===== src/rtl/mesh_2x2_sequencer_pkg.sv =====
// Shared definitions for the 2x2 systolic mesh sequencer: FSM state codes,
// default field widths and the MAC index map used for enable vectors.
package mesh_2x2_sequencer_pkg;

   localparam int DW_DEFAULT = 4;
   localparam int KW_DEFAULT = 4;

   localparam int ST_W = 3;
   localparam logic [ST_W-1:0] ST_IDLE  = 3'd0;
   localparam logic [ST_W-1:0] ST_CLEAR = 3'd1;
   localparam logic [ST_W-1:0] ST_FEED  = 3'd2;
   localparam logic [ST_W-1:0] ST_DRAIN = 3'd3;
   localparam logic [ST_W-1:0] ST_DONE  = 3'd4;

   // Bit positions in ENa/ENr: row-major MAC numbering of the mesh.
   localparam int MAC00 = 0;
   localparam int MAC01 = 1;
   localparam int MAC10 = 2;
   localparam int MAC11 = 3;

endpackage


===== src/rtl/mesh_2x2_sequencer_skew.sv =====
// mesh_skew_pipe: turns accepted beats into the diagonally skewed mesh
// enables. A beat reaches MAC00 immediately, MAC01/MAC10 one cycle later
// through the Rp/Rq skew registers, and MAC11 two cycles later. The last
// beat is tracked one stage further so each result register loads just
// after its MAC has taken its final product.
module mesh_skew_pipe
   import mesh_2x2_sequencer_pkg::*;
(
   input  logic       clk,
   input  logic       rst_n,
   input  logic       beat,
   input  logic       last,
   output logic       en_p,
   output logic       en_q,
   output logic [3:0] en_a,
   output logic [3:0] en_r,
   output logic       pipe_busy
);

   logic v1_q, v1_d, v2_q, v2_d;
   logic l1_q, l1_d, l2_q, l2_d, l3_q, l3_d;

   // Next values of the valid and last-beat delay lines.
   always_comb begin
      v1_d = beat;
      v2_d = v1_q;
      l1_d = beat & last;
      l2_d = l1_q;
      l3_d = l2_q;
   end

   // Delay-line registers; a reset drops any in-flight beats.
   always_ff @(posedge clk or negedge rst_n) begin
      if (!rst_n) begin
         v1_q <= 1'b0;
         v2_q <= 1'b0;
         l1_q <= 1'b0;
         l2_q <= 1'b0;
         l3_q <= 1'b0;
      end else begin
         v1_q <= v1_d;
         v2_q <= v2_d;
         l1_q <= l1_d;
         l2_q <= l2_d;
         l3_q <= l3_d;
      end
   end

   // Map pipe stages onto skew-register, accumulate and result enables.
   always_comb begin
      en_p        = beat;
      en_q        = v1_q;
      en_a        = 4'b0000;
      en_a[MAC00] = beat;
      en_a[MAC01] = v1_q;
      en_a[MAC10] = v1_q;
      en_a[MAC11] = v2_q;
      en_r        = 4'b0000;
      en_r[MAC00] = l1_q;
      en_r[MAC01] = l2_q;
      en_r[MAC10] = l2_q;
      en_r[MAC11] = l3_q;
      pipe_busy   = v1_q | v2_q;
   end

endmodule


===== src/rtl/mesh_2x2_sequencer.sv =====
// mesh_2x2_sequencer: accepts a matrix-multiply job (K, then K coefficient
// slices), clears the 2x2 mesh, streams the slices in with skewed enables
// and pulses DONE once C = A x B is stable on the mesh outputs.
module mesh_2x2_sequencer
   import mesh_2x2_sequencer_pkg::*;
#(
   parameter int DW = DW_DEFAULT,
   parameter int KW = KW_DEFAULT
) (
   input  logic          CLK,
   input  logic          RST,
   input  logic          START,
   input  logic [KW-1:0] K_LEN,
   output logic          BUSY,
   output logic          DONE,
   input  logic          IN_VALID,
   output logic          IN_READY,
   input  logic [DW-1:0] IN_A0,
   input  logic [DW-1:0] IN_A1,
   input  logic [DW-1:0] IN_B0,
   input  logic [DW-1:0] IN_B1,
   output logic          MESH_RST,
   output logic [DW-1:0] A00,
   output logic [DW-1:0] A10,
   output logic [DW-1:0] B00,
   output logic [DW-1:0] B01,
   output logic          ENp,
   output logic          ENq,
   output logic [3:0]    ENa,
   output logic [3:0]    ENr
);

   logic [ST_W-1:0] state_q, state_d;
   logic [KW-1:0]   k_q, k_d;
   logic [KW:0]     beats_q, beats_d;
   logic [KW:0]     beats_inc;
   logic            in_feed;
   logic            beat;
   logic            last;
   logic            pipe_busy;
   logic            drain_done;

   // Handshake, beat detection and the mesh-facing datapath outputs.
   // The beat counter is one bit wider than K so K = 2^KW-1 never wraps.
   always_comb begin
      in_feed    = (state_q == ST_FEED);
      beats_inc  = beats_q + (KW+1)'(1);
      IN_READY   = in_feed && (beats_q < {1'b0, k_q});
      beat       = IN_VALID & IN_READY;
      last       = beat & (beats_inc == {1'b0, k_q});
      drain_done = ENr[MAC11] & ~pipe_busy;
      BUSY       = (state_q != ST_IDLE);
      DONE       = (state_q == ST_DONE);
      MESH_RST   = (state_q != ST_CLEAR);
      A00        = in_feed ? IN_A0 : '0;
      A10        = in_feed ? IN_A1 : '0;
      B00        = in_feed ? IN_B0 : '0;
      B01        = in_feed ? IN_B1 : '0;
   end

   // Job FSM: IDLE -> CLEAR -> FEED -> DRAIN -> DONE, with K = 0 skipping
   // straight from CLEAR to DONE.
   always_comb begin
      state_d = state_q;
      k_d     = k_q;
      beats_d = beats_q;
      case (state_q)
         ST_IDLE: begin
            if (START) begin
               k_d     = K_LEN;
               beats_d = '0;
               state_d = ST_CLEAR;
            end
         end
         ST_CLEAR: begin
            state_d = (k_q != '0) ? ST_FEED : ST_DONE;
         end
         ST_FEED: begin
            if (beat) begin
               beats_d = beats_inc;
               if (last) begin
                  state_d = ST_DRAIN;
               end
            end
         end
         ST_DRAIN: begin
            if (drain_done) begin
               state_d = ST_DONE;
            end
         end
         ST_DONE: begin
            state_d = ST_IDLE;
         end
         default: begin
            state_d = ST_IDLE;
         end
      endcase
   end

   // State, latched K and beat counter; reset abandons any job in flight.
   always_ff @(posedge CLK or negedge RST) begin
      if (!RST) begin
         state_q <= ST_IDLE;
         k_q     <= '0;
         beats_q <= '0;
      end else begin
         state_q <= state_d;
         k_q     <= k_d;
         beats_q <= beats_d;
      end
   end

   mesh_skew_pipe u_skew (
      .clk       (CLK),
      .rst_n     (RST),
      .beat      (beat),
      .last      (last),
      .en_p      (ENp),
      .en_q      (ENq),
      .en_a      (ENa),
      .en_r      (ENr),
      .pipe_busy (pipe_busy)
   );

endmodule


===== config.mk =====
export PLATFORM = sky130hd
export DESIGN_NAME = mesh_2x2_sequencer
export DESIGN_NICKNAME = d
export VERILOG_FILES = /design/src/rtl/mesh_2x2_sequencer_pkg.sv /design/src/rtl/mesh_2x2_sequencer_skew.sv /design/src/rtl/mesh_2x2_sequencer.sv
export SDC_FILE = /design/constraint.sdc
export NUM_CORES = 1
export LEC_CHECK = 0
export BUFFER_PORTS_ARGS = -buffer_cell sky130_fd_sc_hd__buf_2
export CORE_UTILIZATION = 40
export DETAILED_ROUTE_END_ITERATION = 6
export GPL_ROUTABILITY_DRIVEN = 1
export HOLD_SLACK_MARGIN = 0.05
export PLACE_DENSITY = 0.73
export SLEW_MARGIN = 15
export SYNTH_ARGS = -nofsm -noshare
export SYNTH_HDL_FRONTEND = slang
export SYNTH_SLANG_ARGS = --single-unit

===== constraint.sdc =====
create_clock -name CLK -period 3 [get_ports CLK]
set_input_delay 0.6 -clock CLK [delete_from_list [all_inputs] [get_ports CLK]]
set_output_delay 0.6 -clock CLK [all_outputs]
set_load 0.005 [all_outputs]

== After elaboration in Yosys (flattened, before gate mapping) ==
Index checks and enable logic that the tools add are counted.
Word-level totals
  output and inout port bits: 30
  input bits: 24
  register bits after elaboration: 17
Cells by class
  muxes and demuxes: 13
  equal/unequal tests: 10
  reduce and logical (&&, ||, !) cells: 8
  add/subtract/negate cells: 1
  bitwise operators: 6
  $lt $le $gt $ge: 1
Operators with widths (count)
  2-to-1 mux 4 bit: 4
  2-to-1 mux 3 bit: 5
  case mux 3 bit (4 select lines): 1
  2-to-1 mux 5 bit: 2
  case mux 5 bit (2 select lines): 1
  equality test 3 x 2 -> 1 bit, second input constant: 2
  adder 5 x 1 -> 5 bit, second input constant: 1
  equality test 5 x 4 -> 1 bit: 1
  < comparator 5 x 4 -> 1 bit: 1
  AND 1 bit: 4
  inequality test 2 x 1 -> 1 bit, second input constant: 2
  inequality test 2 bit, second input constant: 2
  AND reduction 4 bit: 1
  nonzero test 4 bit: 1
  equality test 3 x 1 -> 1 bit, second input constant: 1
  equality test 3 bit, second input constant: 1
  logical NOT 3 bit: 1
  inequality test 3 x 1 -> 1 bit, second input constant: 1
  AND reduction 3 bit: 1
  nonzero test 3 bit: 1
  AND reduction 2 bit: 1
  nonzero test 2 bit: 1
  logical AND 1 bit: 1
  NOT 1 bit: 1
  OR 1 bit: 1

== Longest topological paths before layout ==
Gate-level depths: netlist (run 1).
  word-level depth: 7
  gate-level depth with buffers: 8

== Modules after synthesis ==
A second synthesis (run 1) with hierarchy kept.
Second synthesis, totals
  cell total of the unflattened synthesis: 110
  area total of the unflattened synthesis: 1092.3 um2
Modules (own cells, without submodules)
  mesh_2x2_sequencer: cells an instance 94, seq. area each 300.3 um2, instances 1, area an instance 887.1 um2
  mesh_skew_pipe: cells an instance 16, seq. area each 125.1 um2, instances 1, area an instance 205.2 um2

== Worst setup path before layout (run 1) ==
No wires, ideal clock.
  kind: reg2out
  from: register beats_q[2]
  to: output ENa[0]
  arrival: 1.490 ns
  data required time: 2.400 ns
  path slack: 0.910 ns
  stages on the path, launching flop included: 8
  cells stage by stage: dfrtp_1 -> ha_1 -> o21ai_0 -> a21oi_1 -> or2_1 -> buf_6 -> inv_1 -> buf_4
Between the ends
  longest elaborated chain between the ends: 3
RTL lines
  from (decl): line mesh_2x2_sequencer.sv:35  | logic [KW:0] beats_q, beats_d;
  from (signal assigned): line mesh_2x2_sequencer.sv:109  | beats_q <= beats_d;
  < comparator 5 x 4 -> 1 bit: line mesh_2x2_sequencer.sv:48  | IN_READY = in_feed && (beats_q < {1'b0, k_q});
  logical AND 1 bit: line mesh_2x2_sequencer.sv:48
  AND 1 bit: line mesh_2x2_sequencer.sv:49  | beat = IN_VALID & IN_READY;
  to (decl): line mesh_2x2_sequencer.sv:29  | output logic [3:0] ENa,
No other way between the ends.

== Final worst setup path (run 1) ==
  from: register k_q[1]
  to: output ENa[0]
Between the ends
  longest elaborated chain between the ends: 3
RTL lines
  from (decl): line mesh_2x2_sequencer.sv:34  | logic [KW-1:0] k_q, k_d;
  from (signal assigned): line mesh_2x2_sequencer.sv:108  | k_q <= k_d;
  < comparator 5 x 4 -> 1 bit: line mesh_2x2_sequencer.sv:48
  logical AND 1 bit: line mesh_2x2_sequencer.sv:48
  AND 1 bit: line mesh_2x2_sequencer.sv:49
No other way between the ends.

==> out/summary.log, run 1 <==
qor: synth.synth-xor-area-share 0.0585
qor: floorplan.start_util 0.423
qor: synth.postSynthNetCount 135
qor: final_layout.stdcell_count 184
qor: sta.final_worst_setup_slack 0.383 ns
qor: clock_tree.sinks_on_the_clock_net 17
qor: final_layout.fillerInstances 234
qor: synth.ys_seq_elements 17
qor: synth.ys_async_sr_fraction 1.00
qor: synth.leading_cell_types_by_total_area_after_synthesis dfrtp_1 (41%), and2_1 (9.6%), ha_1 (6.0%), buf_4 (5.7%), mux2_2 (4.3%)
qor: detailed_routing.finalWirelength 2160 um
qor: synth.syn-instance-count 106
qor: clock_tree.post_cts.repair.setup_buffers 0
qor: synth.yosysSeqAreaShare 0.406
qor: sta.worst_slew_pin_slew 0.414 ns
qor: global_route.first_pass_grt_wire_length 3480 um
qor: synth.synth.largest_area_cell dfrtp_1
qor: clock_tree.ctsRootBufferMaster clkbuf_4
qor: detailed_routing.remaining_drc_errors 0
qor: clock_tree.post_cts_resize_count 0
qor: synth.synthesis.area 0.00105 mm2
qor: power_and_ir_drop.peakVddDrop 0.620 mV
qor: place.pre_cts_ws 0.710 ns
qor: sta.timing.max_slew.rel_slack 0.724
qor: final_layout.layout.area.seq 425 um2
qor: clock_tree.clock_tree.buffer_depth 2
qor: critical_path.crit_path_end_kind primary output
qor: detailed_routing.detailedRoute.firstPassIterationCount 4
qor: final_layout.antenna_cells_inserted 0
qor: synth.post_synth_fa_ha_maj_area_fraction 0.0597
qor: floorplan.placementRows 18
qor: sta.final_count_of_negative_setup_slack_endpoints 0
qor: synth.synth_edf_count 0
qor: synth.yosys.cell_types.count 29
qor: clock_tree.cts_tree built
qor: critical_path.crit_fanout 8
qor: final_layout.area_growth 25.1%
qor: clock_tree.htree_levels 1
qor: synth.synth_ff_type dfrtp_1
qor: global_route.grt.overflow.total 0
qor: detailed_routing.avgRoutedWirePerCell 11.7 um
qor: detailed_routing.num_vias 895
qor: synth.post_synth_most_frequent_cells dfrtp_1 (17), and2_1 (16), buf_4 (8), inv_1 (8)
qor: clock_tree.worst_setup_hold_path_clk_slew 0.10 ns
qor: place.detailed_place_hpwl 1800 um
qor: critical_path.crit_path_start_kind register
qor: critical_path.arrival 2.02 ns
qor: critical_path.worst-setup-path-type reg2out
qor: power_and_ir_drop.power.net_switching 0.000433 W
qor: sta.finClkSkew 0.00229 ns
qor: power_and_ir_drop.power 0.00109 W
qor: critical_path.crit_required 2.40 ns
qor: sta.fmax 382 MHz
qor: place.gp_congestion 0.867
qor: synth.synth.area.mux_share 0.0430
qor: synth.main_combinational_cell_family_by_area_after_synthesis simple AND/OR/NAND/NOR gates
qor: clock_tree.cts_hold_repair.buffers 0
qor: floorplan.core 0.00248 mm2
qor: floorplan.die_w 53.2 um
qor: detailed_routing.antenna_violating_nets_post_route 0
qor: power_and_ir_drop.p_clk_frac 0.112
qor: power_and_ir_drop.power_per_cell_area 829 mW/mm2
qor: place.numPortBuffers 53
qor: detailed_routing.initialDrtViolationCount 2
qor: sta.fin_tns_setup 0 ns
qor: synth.yosys.area_share.simple 0.239
qor: detailed_routing.routed_via_density 4.86
qor: place.dpl.cell_count 180
qor: global_route.antenna_found_initial 0
qor: synth.synth_compound_gate_area_share 0.0932
qor: clock_tree.cts_inserted_buffers 3
qor: power_and_ir_drop.comb_power_share 0.537
qor: power_and_ir_drop.p_int 0.000653 W
qor: power_and_ir_drop.power.switching_fraction 0.399
qor: global_route.grt_max_degree 19
qor: final_layout.finalNetCount 184
qor: sta.finalWorstPathRequiredPeriod 2.62 ns
qor: sta.hold_viol 0
qor: global_route.grt_util_all_layers 0.177
qor: power_and_ir_drop.seqPwrFrac 0.351
qor: sta.grt_setup_unrepaired no
qor: final_layout.total_area_of_multi_input_combinational_cells 517 um2
qor: run.cap_violations 0
qor: floorplan.io-pin-count 54
qor: floorplan.die_area 0.00283 mm2
qor: clock_tree.clkLatencyLatePin 0.29 ns
qor: synth.synth-warning-count 0
qor: sta.min_period_over_period 0.872
qor: global_route.grt_pass1_vias 809
qor: place.postPlaceCellArea 0.00128 mm2
qor: synth.average_cell_area_after_synthesis 9.88 um2
qor: synth.area_share_of_the_largest_cell_type_after_synthesis 0.406
qor: final_layout.design_area 0.00131 mm2
qor: power_and_ir_drop.total_leakage_power 0.711 nW
qor: floorplan.fp.dieH 53.2 um
qor: run_status.run_status completed
qor: final_layout.final_layout_size_suffix_gt1_frac 0.416
qor: worst_hold_path.timing.hold.worst.class in2async
qor: synth.synth.most_common_cell dfrtp_1
qor: sta.finalMaxSlewViolations 0
==> path summary, 6_finish.rpt <==
path	startpoint	slack [ns]	depth (start not counted)	endpoint
setup / recovery	k_q[1]	0.38	7	ENa[0]
hold / removal	RST	0.20	1	u_skew.l1_q
setup reg to reg	k_q[1]	1.23	6	beats_q[3]
hold reg to reg	u_skew.l1_q	0.38	0	u_skew.l2_q
max in group asynchronous	RST	2.53	1	beats_q[4]
min in group CLK	u_skew.l1_q	0.38	0	u_skew.l2_q
==> layout make-up <==
class	count	share of cell area
clock buffer	3	0.0172
multi-input combinational	71	0.394
inverter	8	0.0229
clock inverter	1	0.00382
tap	30	0.0287
sequential	17	0.325
timing repair buffer	54	0.208
==> through the flow <==
| step | util | hold slack, ns |
|---|---|---|
| final | 0.529 | 0.203 |
| after detailed placement | 0.518 | 0.358 |
| after global routing | 0.529 | 0.227 |
| after floorplan | - | 0.304 |
| after global placement | 0.518 | 0.351 |
| after CTS | 0.529 | 0.208 |
==> flip-flops by register name (all words and copies together), names as in the netlist <==
signal and flops:
u_skew.en_q 1, state_q 3, u_skew.l1_q 1, u_skew.v2_q 1, k_q 4, u_skew.l3_q 1
beats_q 5, u_skew.l2_q 1
==> power groups by stage <==
| stage | Sequential [W] | Clock (W) | Combinational [W] |
|---|---|---|---|
| after detailed placement | 0.000387 | 0 | 0.000592 |
| after global routing | 0.000397 | 0.000133 | 0.000676 |
| after CTS | 0.000383 | 0.000129 | 0.000594 |
| after global placement | 0.000383 | 0 | 0.000572 |
| after floorplan | 0.000370 | 0 | 0.000418 |
| final | 0.000381 | 0.000122 | 0.000583 |
==> cell families after synthesis <==
kind of cell	after synthesis
XOR/XNOR	7
multiplexers	4
AO/OA/AOI/OAI	15
AND/OR/NAND/NOR	40
buffers and inverters	18
adder cells (fa/ha/maj)	5
flip-flops	17
==> metal layers <==
metal | track usage | part of all wire | up-vias
met1 | 0.194 | 0.38 | 419
met5 | 0 | 0 | -
li1 | - | - | 444
met2 | 0.319 | 0.54 | 28
met4 | 0.118 | 0.025 | 0
met3 | 0.0172 | 0.056 | 4
==> cell usage in the layout, fill, tap and decap left out, types with 2 or more instances in the layout <==
cell type | Yosys | layout
a21oi_1 | 2 | 2
nand3_1 | 2 | 2
dfrtp_1 | 17 | 17
xnor2_1 | 4 | 4
nor3b_1 | 2 | 2
clkbuf_4 | 0 | 3
o211ai_1 | 3 | 3
inv_1 | 8 | 8
buf_2 | 0 | 53
nor2_1 | 6 | 6
xor2_1 | 3 | 3
and2_1 | 16 | 16
mux2_2 | 4 | 4
nand2_1 | 3 | 3
o21ai_0 | 6 | 6
ha_1 | 5 | 5
nand2b_1 | 4 | 4
==> critical path, cell delays in order (launching register included) <==
cell      delay (ns)
dfrtp_1         0.41
inv_1           0.07
ha_1            0.29
nand2b_1        0.06
a21oi_1         0.35
or2_1           0.30
inv_1           0.09
buf_2           0.14
(Power assumes the default switching activity.)
==> run 2, diff against run 1 <==
--- a/config.mk
+++ b/config.mk
@@ -7,6 +7,7 @@
 export LEC_CHECK = 0
 export BUFFER_PORTS_ARGS = -buffer_cell sky130_fd_sc_hd__buf_2
 export CORE_UTILIZATION = 40
+export CTS_CLUSTER_DIAMETER = 100
 export DETAILED_ROUTE_END_ITERATION = 6
 export GPL_ROUTABILITY_DRIVEN = 1
 export HOLD_SLACK_MARGIN = 0.05
==> constraint.sdc (replaced) <==
create_clock -name CLK -period 3 [get_ports CLK]
set_input_delay 0.9 -clock CLK [delete_from_list [all_inputs] [get_ports CLK]]
set_output_delay 0.9 -clock CLK [all_outputs]
set_load 0.005 [all_outputs]
==> run 2 against run 1 <==
Net effect:
- final cell count rose by 0.54%
- count of clock-buffer cells in the layout unchanged
- largest power group unchanged
- sequential share of layout area fell by 0.18 points
- routed wire length is essentially flat
- register-to-register slack is essentially flat
- combinational power rose by 1%
- highest routed layer unchanged
- setup slack lost 0.24 ns
==> out/summary.log, run 2 (synthesis gave the netlist of run 1 again) <==
qor: run_status.run_status completed
qor: final_layout.finalNetCount 185
qor: detailed_routing.remaining_drc_errors 0
qor: global_route.grt_max_degree 19
qor: clock_tree.htree_levels 1
qor: global_route.antenna_found_initial 0
qor: critical_path.crit_path_end_kind primary output
qor: final_layout.largestRegisters beats_q (5), k_q (4), state_q (3)
qor: global_route.grt_util_all_layers 0.166
qor: detailed_routing.routed_via_density 4.75
qor: critical_path.worst_path_largest_cell_delay 0.46 ns
qor: final_layout.largest_reg_by_ff_count beats_q
qor: global_route.grt_pass1_vias 802
qor: power_and_ir_drop.total_leakage_power 0.716 nW
qor: critical_path.reg2reg_slack 1.22 ns
qor: sta.hold_viol 0
qor: clock_tree.clock_tree.buffer_depth 2
qor: detailed_routing.detailedRoute.firstPassIterationCount 4
qor: floorplan.placementRows 18
qor: sta.min_period_over_period 0.952
qor: final_layout.layout_common_cells buf_2 (53), dfrtp_1 (17), and2_1 (16)
qor: floorplan.fp.dieH 53.2 um
qor: place.numPortBuffers 53
qor: floorplan.die_area 0.00283 mm2
qor: final_layout.area_growth 25.8%
qor: worst_hold_path.timing.hold.worst.class reg2reg
qor: critical_path.critPathSlowestCell dfrtp_1
qor: critical_path.critical_path.n_buffers_inverters 3
qor: sta.finalWorstPathRequiredPeriod 2.86 ns
qor: global_route.first_pass_grt_wire_length 3320 um
qor: detailed_routing.num_vias 879
qor: place.dpl.cell_count 181
qor: clock_tree.cts_hold_repair.buffers 0
qor: detailed_routing.avgRoutedWirePerCell 11.7 um
qor: final_layout.layout.cells.most_common buf_2
qor: sta.fin_tns_setup 0 ns
qor: sta.finClkSkew 0.00142 ns
qor: detailed_routing.finalWirelength 2160 um
qor: global_route.grt.overflow.total 0
qor: final_layout.layout.area.seq 425 um2
qor: critical_path.crit_fanout 8
qor: sta.grt_setup_unrepaired no
qor: floorplan.io-pin-count 54
qor: sta.fmax 350 MHz
qor: floorplan.start_util 0.423
qor: sta.finalMaxSlewViolations 0
qor: sta.final_count_of_negative_setup_slack_endpoints 0
qor: critical_path.cp_cell_sequence ha_1 -> o21ai_0 -> a21oi_1 -> buf_4 -> or2_1 -> inv_1 -> buf_2
qor: critical_path.crit_path_start_kind register
qor: detailed_routing.initialDrtViolationCount 14
qor: clock_tree.post_cts_resize_count 0
qor: sta.worst_slew_pin_slew 0.362 ns
qor: floorplan.core 0.00248 mm2
qor: final_layout.fillerInstances 247
qor: clock_tree.cts_tree built
qor: critical_path.worst-setup-path-type reg2out
qor: final_layout.total_area_of_multi_input_combinational_cells 517 um2
qor: floorplan.die_w 53.2 um
qor: clock_tree.worst_setup_hold_path_clk_slew 0.10 ns
qor: critical_path.arrival 1.96 ns
qor: run.cap_violations 0
qor: final_layout.antenna_cells_inserted 0
qor: sta.timing.max_slew.rel_slack 0.759
qor: place.detailed_place_hpwl 1780 um
qor: critical_path.crit_required 2.10 ns
qor: clock_tree.post_cts.repair.setup_buffers 0
qor: clock_tree.sinks_on_the_clock_net 17
qor: power_and_ir_drop.power 0.00110 W
qor: clock_tree.clkLatencyLatePin 0.30 ns
qor: power_and_ir_drop.peakVddDrop 0.519 mV
qor: place.gp_congestion 0.852
qor: final_layout.largest_reg_flops 5
qor: clock_tree.ctsRootBufferMaster clkbuf_4
qor: power_and_ir_drop.power_per_cell_area 835 mW/mm2
qor: detailed_routing.antenna_violating_nets_post_route 0
qor: final_layout.stdcell_count 185
qor: final_layout.final_layout_size_suffix_gt1_frac 0.419
qor: clock_tree.cts_inserted_buffers 3
qor: critical_path.kind_of_cell_adding_the_most_delay_to_the_critical_path flip-flops
## run 2: final cells by class
type	instances	area share
multi-input combinational	71	0.392
sequential	17	0.323
timing repair buffer	55	0.213
tap	30	0.0285
inverter	8	0.0228
clock buffer	3	0.0171
clock inverter	1	0.00380
## run 2: metrics by stage
step	setup WS, ns	area (um2)	hold WS, ns	utilization
after floorplan	0.600	1050	0.355	-
after global placement	0.508	1290	0.353	0.521
after detailed placement	0.465	1290	0.362	0.521
after CTS	0.137	1320	0.385	0.532
after global routing	0.0490	1320	0.412	0.532
final	0.144	1320	0.382	0.532
## run 2: worst paths after layout
kind | startpoint | endpoint | depth (start not counted)
setup / recovery | beats_q[2] | ENa[0] | 7
hold reg to reg | u_skew.l1_q | u_skew.l2_q | 0
min in group asynchronous | RST | k_q[1] | 1
max in group asynchronous | RST | state_q[0] | 1
hold / removal | u_skew.l1_q | u_skew.l2_q | 0
setup reg to reg | beats_q[2] | beats_q[2] | 6
## run 2: layer usage
metal	routed length (um)	track usage
met1	876	0.187
met2	1150	0.295
met3	92	0.0259
met4	46	0.0921
met5	0	0
## run 2: report_power, final
group          internal [W]  leakage, nW  total (W)  switching (W)
sequential         0.000302        0.222   0.000382      0.0000801
combinational      0.000311        0.476   0.000590       0.000279
clock             0.0000498       0.0177   0.000128      0.0000782
total              0.000662        0.716    0.00110       0.000438
==> run 3, diff against run 2 <==
--- a/config.mk
+++ b/config.mk
@@ -6,12 +6,14 @@
 export NUM_CORES = 1
 export LEC_CHECK = 0
 export BUFFER_PORTS_ARGS = -buffer_cell sky130_fd_sc_hd__buf_2
-export CORE_UTILIZATION = 40
+export CELL_PAD_IN_SITES_DETAIL_PLACEMENT = 0
+export CELL_PAD_IN_SITES_GLOBAL_PLACEMENT = 1
+export CORE_UTILIZATION = 34
 export CTS_CLUSTER_DIAMETER = 100
 export DETAILED_ROUTE_END_ITERATION = 6
 export GPL_ROUTABILITY_DRIVEN = 1
 export HOLD_SLACK_MARGIN = 0.05
-export PLACE_DENSITY = 0.73
+export PLACE_DENSITY = 0.84
 export SLEW_MARGIN = 15
 export SYNTH_ARGS = -nofsm -noshare
 export SYNTH_HDL_FRONTEND = slang
==> run 3 against run 2 <==
Net effect:
- the flow now finishes with violations (DRC)
- clock power about the same
- critical path depth increased by 1
- via count decreased by 0.34%
- sequential power about the same
- setup slack improved by 0.085 ns
- total power increased by 0.60%
- critical path type unchanged
- largest power group unchanged
==> out/summary.log, run 3 (synthesis gave the netlist of run 1 again) <==
qor: run_status.run_status finished with violations
qor: run_status.failing_checks DRC
qor: critical_path.worst_r2r_startpoint k_q[2]
qor: place.detailed_place_hpwl 1730 um
qor: clock_tree.cts_inserted_buffers 3
qor: final_layout.layout_common_cells buf_2 (53), and2_1 (16), dfrtp_1 (16)
qor: clock_tree.cts_hold_repair.buffers 0
qor: power_and_ir_drop.power 0.00111 W
qor: power_and_ir_drop.p_clk_frac 0.114
qor: critical_path.worst-setup-path-type reg2out
qor: critical_path.worst_path_largest_cell_delay 0.38 ns
qor: final_layout.fillerInstances 279
qor: detailed_routing.antenna_violating_nets_post_route 0
qor: power_and_ir_drop.power.net_switching 0.000439 W
qor: sta.finalMaxSlewViolations 0
qor: clock_tree.ctsRootBufferMaster clkbuf_4
qor: clock_tree.worst_setup_hold_path_clk_slew 0.10 ns
qor: final_layout.antenna_cells_inserted 0
qor: final_layout.final_layout_size_suffix_gt1_frac 0.426
qor: global_route.grt_util_all_layers 0.135
qor: sta.final_count_of_negative_setup_slack_endpoints 0
qor: critical_path.cp_cell_sequence inv_1 -> ha_1 -> o21ai_0 -> a21oi_1 -> buf_4 -> or2_4 -> inv_1 -> buf_2
qor: final_layout.area_growth 26.2%
qor: place.pre_cts_ws 0.470 ns
qor: worst_hold_path.hold_start u_skew.l1_q
qor: floorplan.die_area 0.00331 mm2
qor: place.numPortBuffers 53
qor: detailed_routing.num_vias 876
qor: power_and_ir_drop.peakVddDrop 0.304 mV
qor: worst_hold_path.holdPathStages 0
qor: clock_tree.post_cts_resize_count 0
qor: clock_tree.sinks_on_the_clock_net 17
qor: run.cap_violations 0
qor: sta.grt_setup_unrepaired no
qor: power_and_ir_drop.p_int 0.000667 W
qor: sta.finClkSkew 0.00270 ns
qor: floorplan.die_w 57.5 um
qor: final_layout.largestRegisters beats_q (5), k_q (4), state_q (3)
qor: global_route.first_pass_grt_wire_length 3440 um
qor: worst_hold_path.timing.hold.worst.class reg2reg
qor: floorplan.placementRows 19
qor: critical_path.worst_path_most_repeated_cell inv_1
qor: sta.fin_tns_setup 0 ns
qor: floorplan.core 0.00283 mm2
qor: final_layout.design_area 0.00132 mm2
qor: detailed_routing.avgRoutedWirePerCell 11.6 um
qor: critical_path.crit_fanout 8
qor: critical_path.critPathSlowestCell dfrtp_1
qor: final_layout.finalNetCount 185
qor: global_route.grt.overflow.total 0
qor: critical_path.crit_path_end_kind primary output
qor: critical_path.crit_path_start_kind register
qor: sta.fmax 361 MHz
qor: sta.hold_viol 0
qor: floorplan.io-pin-count 54
qor: detailed_routing.remaining_drc_errors 9
qor: detailed_routing.routed_via_density 4.71
qor: final_layout.largest_reg_flops 5
qor: sta.worst_slew_pin_slew 0.386 ns
qor: critical_path.setup.worst_path.start k_q[2]
qor: place.gp_congestion 0.783
qor: clock_tree.htree_levels 1
qor: final_layout.largest_reg_by_ff_count beats_q
qor: critical_path.count_of_cell_instances_traversed_by_the_critical_path 8
qor: sta.final_worst_setup_slack 0.230 ns
qor: detailed_routing.detailedRoute.firstPassIterationCount 6
qor: critical_path.crit_required 2.10 ns
qor: global_route.grt_max_degree 19
qor: critical_path.kind_of_cell_adding_the_most_delay_to_the_critical_path buffers and inverters
qor: critical_path.reg2reg_slack 1.31 ns
qor: critical_path.arrival 1.87 ns
qor: power_and_ir_drop.total_leakage_power 0.714 nW
qor: detailed_routing.finalWirelength 2150 um
qor: detailed_routing.initialDrtViolationCount 31
qor: place.postPlaceCellArea 0.00129 mm2
qor: clock_tree.cts_tree built
qor: clock_tree.clock_tree.buffer_depth 2
qor: worst_hold_path.worst_hold_endpoint u_skew.l2_q
qor: sta.min_period_over_period 0.923
qor: floorplan.fp.dieH 57.5 um
qor: clock_tree.clkLatencyLatePin 0.30 ns
qor: power_and_ir_drop.seqPwrFrac 0.348
qor: global_route.antenna_found_initial 0
qor: final_layout.layout.cells.most_common buf_2
qor: global_route.grt_pass1_vias 797
qor: power_and_ir_drop.power.switching_fraction 0.397
qor: power_and_ir_drop.power_per_cell_area 838 mW/mm2
qor: critical_path.critical_path.n_buffers_inverters 4
qor: critical_path.count_of_cells_along_the_worst_register_to_register_path 7
qor: floorplan.start_util 0.370
qor: sta.finalWorstPathRequiredPeriod 2.77 ns
qor: clock_tree.post_cts.repair.setup_buffers 0
qor: critical_path.worst_r2r_endpoint beats_q[2]
qor: power_and_ir_drop.comb_power_share 0.538
qor: sta.timing.max_slew.rel_slack 0.740
==> run 3: cell count changes in the layout (fill, tap and decap cells not counted), sizes merged <==
cell / delta
clkinv: -1
clkbuf: +1
==> run 3: through the flow <==
step / std cells / util / hold WS [ns]
CTS: 186 / 0.466 / 0.413
detailed placement: 182 / 0.456 / 0.388
global route: 186 / 0.467 / 0.412
finish: 186 / 0.467 / 0.403
global placement: 182 / 0.456 / 0.353
floorplan: 106 / - / 0.355
==> run 3: final cells by class <==
class	count	area (um2)	share of cell area
Clock buffer	4	26.3	0.0199
Sequential cell	17	427	0.323
Multi-Input combinational cell	71	519	0.393
Tap cell	31	38.8	0.0294
Timing Repair Buffer	55	280	0.212
Inverter	8	30.0	0.0227
==> run 3: metal layers <==
| layer | global-route usage | part of all wire |
|---|---|---|
| met5 | 0 | 0 |
| met4 | 0.0418 | 0.0079 |
| met3 | 0.0249 | 0.099 |
| met2 | 0.231 | 0.47 |
| met1 | 0.173 | 0.42 |
==> run 3: worst max-delay path by stage <==
stage,end,slack [ns]
4_1_cts,ENa[0],0.14
5_1_grt,ENp,0.05
6_report,ENp,0.23
3_3_place_gp,ENp,0.49
2_1_floorplan,ENa[0],0.60
3_5_place_dp,ENa[0],0.47
==> run 3: power by group through the flow <==
stage	clock, W	combinational [W]	sequential [W]
2_1_floorplan	0	0.000418	0.000370
3_3_place_gp	0	0.000583	0.000384
3_5_place_dp	0	0.000596	0.000391
4_1_cts	0.000129	0.000599	0.000385
5_1_grt	0.000136	0.000672	0.000401
6_report	0.000126	0.000595	0.000385
